`src/rtl/hc595_chain_drv.sv`:
```
// Serial driver for a daisy-chain of 74HC595 shift registers.
// It takes a parallel word through a one-entry pending buffer, shifts it out on ds/shcp, then pulses stcp to latch it.
module hc595_chain_drv #(
  parameter int CHAIN_NUM = 2,
  parameter int CLK_DIV   = 2,
  parameter bit MSB_FIRST = 1'b1
) (
  input  logic                   clk,
  input  logic                   rst_n,
  input  logic [8*CHAIN_NUM-1:0] din,
  input  logic                   din_vld,
  output logic                   din_rdy,
  output logic                   busy,
  output logic                   done,
  output logic                   shcp,
  output logic                   stcp,
  output logic                   ds,
  output logic                   oe_n
);

  localparam int DATA_W = 8 * CHAIN_NUM;
  localparam int BIT_W  = $clog2(DATA_W);
  localparam int DIV_W  = $clog2(CLK_DIV) + 1;

  typedef enum logic [1:0] {IDLE, SHIFT, LATCH} state_t;

  state_t              state;
  state_t              state_nxt;
  logic [DIV_W-1:0]    div_cnt;
  logic [BIT_W-1:0]    bit_cnt;
  logic [DATA_W-1:0]   shreg;
  logic [DATA_W-1:0]   pend_buf;
  logic                pend_full;
  logic                div_end;
  logic                bit_last;
  logic                accept;
  logic                load;

  assign div_end  = (div_cnt == DIV_W'(CLK_DIV - 1));
  assign bit_last = (bit_cnt == BIT_W'(DATA_W - 1));
  assign accept   = din_vld && din_rdy;
  assign load     = (state == IDLE) && pend_full;

  always_ff @(posedge clk or negedge rst_n) begin
    if (!rst_n) state <= IDLE;
    else        state <= state_nxt;
  end

  always_comb begin
    state_nxt = state;
    case (state)
      IDLE:    if (pend_full) state_nxt = SHIFT;
      SHIFT:   if (div_end && shcp && bit_last) state_nxt = LATCH;
      LATCH:   if (div_end) state_nxt = IDLE;
      default: state_nxt = IDLE;
    endcase
  end

  always_comb begin
    din_rdy = !pend_full;
    busy    = (state != IDLE) || pend_full;
    done    = (state == LATCH) && div_end;
  end

  // The pending buffer can be filled in any state; it is drained only by the IDLE load.
  always_ff @(posedge clk or negedge rst_n) begin
    if (!rst_n) begin
      pend_full <= 1'b0;
      pend_buf  <= '0;
    end else if (accept) begin
      pend_full <= 1'b1;
      pend_buf  <= din;
    end else if (load) begin
      pend_full <= 1'b0;
    end
  end

  // ds is set up at the start of each bit so the shcp rise lands mid-bit; it holds the last bit once the frame ends.
  always_ff @(posedge clk or negedge rst_n) begin
    if (!rst_n) begin
      div_cnt <= '0;
      bit_cnt <= '0;
      shreg   <= '0;
      shcp    <= 1'b0;
      stcp    <= 1'b0;
      ds      <= 1'b0;
      oe_n    <= 1'b1;
    end else begin
      case (state)
        IDLE: begin
          div_cnt <= '0;
          if (pend_full) begin
            shreg   <= pend_buf;
            bit_cnt <= '0;
            ds      <= MSB_FIRST ? pend_buf[DATA_W-1] : pend_buf[0];
          end
        end
        SHIFT: begin
          div_cnt <= div_end ? '0 : div_cnt + 1'b1;
          if (div_end) begin
            if (!shcp) begin
              shcp <= 1'b1;
            end else begin
              shcp    <= 1'b0;
              shreg   <= MSB_FIRST ? (shreg << 1) : (shreg >> 1);
              bit_cnt <= bit_last ? '0 : bit_cnt + 1'b1;
              if (bit_last) stcp <= 1'b1;
              else          ds   <= MSB_FIRST ? shreg[DATA_W-2] : shreg[1];
            end
          end
        end
        LATCH: begin
          div_cnt <= div_end ? '0 : div_cnt + 1'b1;
          if (div_end) begin
            stcp <= 1'b0;
            oe_n <= 1'b0;
          end
        end
        default: div_cnt <= '0;
      endcase
    end
  end

endmodule

```
`config.mk`:
```
export PLATFORM = sky130hd
export DESIGN_NAME = hc595_chain_drv
export DESIGN_NICKNAME = d
export VERILOG_FILES = /design/src/rtl/hc595_chain_drv.sv
export SDC_FILE = /design/constraint.sdc
export NUM_CORES = 1
export LEC_CHECK = 0
export ABC_CLOCK_PERIOD_IN_PS = 1900
export CAP_MARGIN = 20
export CORE_MARGIN = 4
export CORE_UTILIZATION = 40
export CTS_BUF_LIST = sky130_fd_sc_hd__clkbuf_2
export CTS_CLUSTER_DIAMETER = 40
export DETAILED_ROUTE_END_ITERATION = 12
export PLACE_DENSITY_LB_ADDON = 0.25
export SLEW_MARGIN = 20
export SYNTH_ARGS = -nofsm -noshare
export SYNTH_HDL_FRONTEND = slang
export SYNTH_SLANG_ARGS = --single-unit
```
`constraint.sdc`:
```
create_clock -name clk -period 1.9 [get_ports clk]
set_input_delay 0.57 -clock clk [delete_from_list [all_inputs] [get_ports clk]]
set_output_delay 0.57 -clock clk [all_outputs]
set_load 0.02 [all_outputs]
```
==> results.yml <==
detailed_routing:
  via_count: 1388
  drt_pre_antenna_iters: 4
  routedWlPerCell_um: 14.09
  vias_per_cell: 4.940
  ant_nets: 0
  drt_iter0_drc: 53
  drt_wl_total_mm: 3.959
  route.detailed.drc: 0
global_route:
  grt_pass1_vias: 1507
  gr-total-overflow: 0
  grt_antenna_before_repair: 0
  grt_pass1_wl_mm: 6.824
  grtUsageTotal_pct: 13.94
  grt_max_degree: 26
clock_tree:
  clk_latency_ps: 380
  clockBufferDepth: 2
  htree_num_levels: 2
  clk_pin_slew_worst_paths_ps: 200
  tritoncts: "yes"
  cts_buffers: 5
  clock-root-buffer: "clkbuf_2"
  cts_hold_buf: 0
  clkSinkCount: 44
worst_setup_path:
  cp-end-kind: "primary output"
  path_max_fanout: 2
  max_stage_delay_ps: 440
  start_kind: "flop"
  cpMostUsedCell: "inv_2"
  regToRegEndpoint: "shreg[2]"
  worstPathRequired_ps: 1330
  crit_arrival_ps: 1320
  path_class: "flop to primary output"
  crit_slowest_cell: "dfrtp_1"
  worstPathCellList: "inv_2 > ha_4 > nor2b_4 > inv_2 > buf_6"
  worstReg2RegStart: "state[1]"
  r2r_setup_slack_ps: 90
  worst-r2r-cell-count: 9
power:
  power_mw: 1.739
  power.leakage_nw: 1.237
  ir_drop_uv: 506.2
  p_per_area_nw_per_um2: 663.0
timing:
  timing.fmax_mhz: 529.6
  slew_headroom_pct: 67.86
  fin_crit_sh_pct: 99.38
  timing.hold.ws_ps: 108.7
  period_minus_slack_ps: 1888
  worst_slew_pin_slew_ps: 482.1
  hold_violations: 0
  slew_viol_final: 0
  fin_ws_ps: 11.79
  skew_ps: 9.063
  finalSetupViolations: 0
  rsz0062_at_grt: "yes"
yosys:
  synth_edf_count: 0
  syn_inst: 171
  synth_fp_nets: 195
  synth_top_cell_by_area: "dfrtp_1"
  post_synth.cell_area_avg_um2: 11.99
  synthTopCellsByCount: "43 x dfrtp_1, 19 x mux2_2, 17 x nor2_1"
  synth.distinct_cells: 30
  synth_most_common_cell: "dfrtp_1"
  async_flop_share_pct: 100.0
  synth-main-ff-cell: "dfrtp_1"
  synth_top_area_share_pct: 52.47
  yosysSeqAreaShare_pct: 53.75
  yosysWarningCount: 0
  synth_area_um2: 2051
  yosys-top-cells-area: "dfrtp_1 52%, mux2_2 10%, mux2i_1 7.3%"
  yosys_register_bits: 44
finish:
  antenna_cells: 0
  nets: 237
  fillers: 431
  design_area_um2: 2624
  instances_no_fill: 281
  area_growth_pct: 27.94
  drive_above_1_share_pct: 32.71
placement:
  dp_cells: 268
  place_hpwl_mm: 2.707
  place_area_um2: 2455
  place.gp.congestion: 0.8210
  io_buffers: 25
  dp_worst_setup_slack_ps: -37.91
run_status:
  status: "finished clean"
floorplan:
  initial_core_util_pct: 42.30
  ios: 26
  die_area_um2: 6336
  fp.coreArea_um2: 4848
  die_w_um: 79.60
  num_rows: 25
  die_h_um: 79.60
flow_run:
  max_cap_violations: 0
hold_path:
  hold_path_class: "primary input to async pin"
cell usage in the layout (no fill, tap or decap), types with 2 or more instances in the layout:
| cell | Yosys | final |
|---|---|---|
| mux2_2 | 19 | 19 |
| inv_1 | 12 | 9 |
| buf_12 | 0 | 3 |
| clkbuf_16 | 0 | 2 |
| dfrtp_1 | 43 | 43 |
| o21ai_0 | 7 | 5 |
| ha_1 | 5 | 2 |
| nand2_1 | 3 | 2 |
| nor2b_1 | 4 | 3 |
| o22ai_1 | 2 | 2 |
| a21oi_1 | 5 | 5 |
| and2_1 | 3 | 3 |
| buf_4 | 0 | 9 |
| a21oi_2 | 11 | 11 |
| nor2_1 | 17 | 17 |
| nand3_1 | 4 | 4 |
| clkdlybuf4s50_1 | 0 | 17 |
| dlygate4sd2_1 | 0 | 4 |
| o21ai_1 | 0 | 2 |
| buf_6 | 3 | 4 |
| ha_4 | 0 | 2 |
| mux2i_1 | 15 | 15 |
| inv_2 | 0 | 3 |
| clkbuf_2 | 0 | 8 |
| nand4_1 | 2 | 2 |
per-stage QoR:
| step | util, % | setup TNS [ps] |
|---|---|---|
| after floorplan | - | 0 |
| after global placement | 50.63 | -24.04 |
| after detailed placement | 50.63 | -94.45 |
| after CTS | 52.18 | -91.47 |
| after global routing | 54.12 | -270.4 |
| final | 54.12 | 0 |
power breakdown:
group	switching, mW	total [mW]	internal (mW)	leakage, nW
sequential	0.0665	1.14	1.07	0.551
clock	0.272	0.370	0.0988	0.0306
combinational	0.0741	0.229	0.155	0.655
total	0.412	1.74	1.33	1.24
layer usage:
layer / part of all wire (%) / wire (um) / up-vias / global-route usage (%)
met5: 0 / 0 / - / 0
met4: 0.99 / 39 / 0 / 5.155
met3: 5.0 / 197 / 5 / 4.515
met2: 51 / 2022 / 36 / 23.04
met1: 43 / 1700 / 667 / 16.90
li1: - / - / 680 / -
state kept, by name (all words and copies together), names as in the netlist:
signal	count
pend_buf	16
shreg	15
bit_cnt	4
div_cnt	2
state	2
ds	1
oe_n	1
pend_full	1
shcp	1
stcp	1
cell families (layout without fill, tap and decap cells):
| logic type | count (synthesis) | in the layout | share of synthesized area, % |
|---|---|---|---|
| buf+inv | 19 | 62 | 4.758 |
| xor+xnor | 1 | 1 | 0.4272 |
| flops | 44 | 44 | 53.75 |
| mux | 34 | 34 | 17.75 |
| simple gates | 38 | 38 | 9.152 |
| compound gates | 30 | 30 | 11.10 |
| fa+ha+maj | 5 | 5 | 3.051 |
timing repair:
item	4_1_cts	5_1_grt
cloned	1	2
endpoints found under the setup margin	25	22
hold endpoints to repair	0	0
resized for setup	17	18
pin swaps	1	1
buffers inserted	1	1
worst max-delay path, delay by kind of cell (launching register included):
kind	cells	cell delay [ps]
DFF	1	440
buffers and inverters	3	240
and+or+nand+nor	1	140
adders and majority gates	1	120
how the worst max path moves through the flow:
stage               startpoint  endpoint  depth (start not counted)  slack, ps
detailed placement    state[0]      busy                          5        -40
finish                state[1]      busy                          5         10
global route          state[0]      done                          5       -140
CTS                   state[1]      busy                          5        -80
global placement      state[0]      busy                          5        -20
floorplan             state[0]  shreg[4]                          5         60
final cells by class:
cell class / instances / area [um2] / area share (%)
multi-input combinational: 108 / 888.4 / 33.86
inverter: 12 / 45.04 / 1.717
clock inverter: 1 / 3.754 / 0.1431
tap: 67 / 83.83 / 3.195
timing repair buffer: 42 / 465.4 / 17.74
clock buffer: 7 / 35.03 / 1.335
sequential: 44 / 1102 / 42.01
Note: power is estimated with default switching activity, not from simulation.
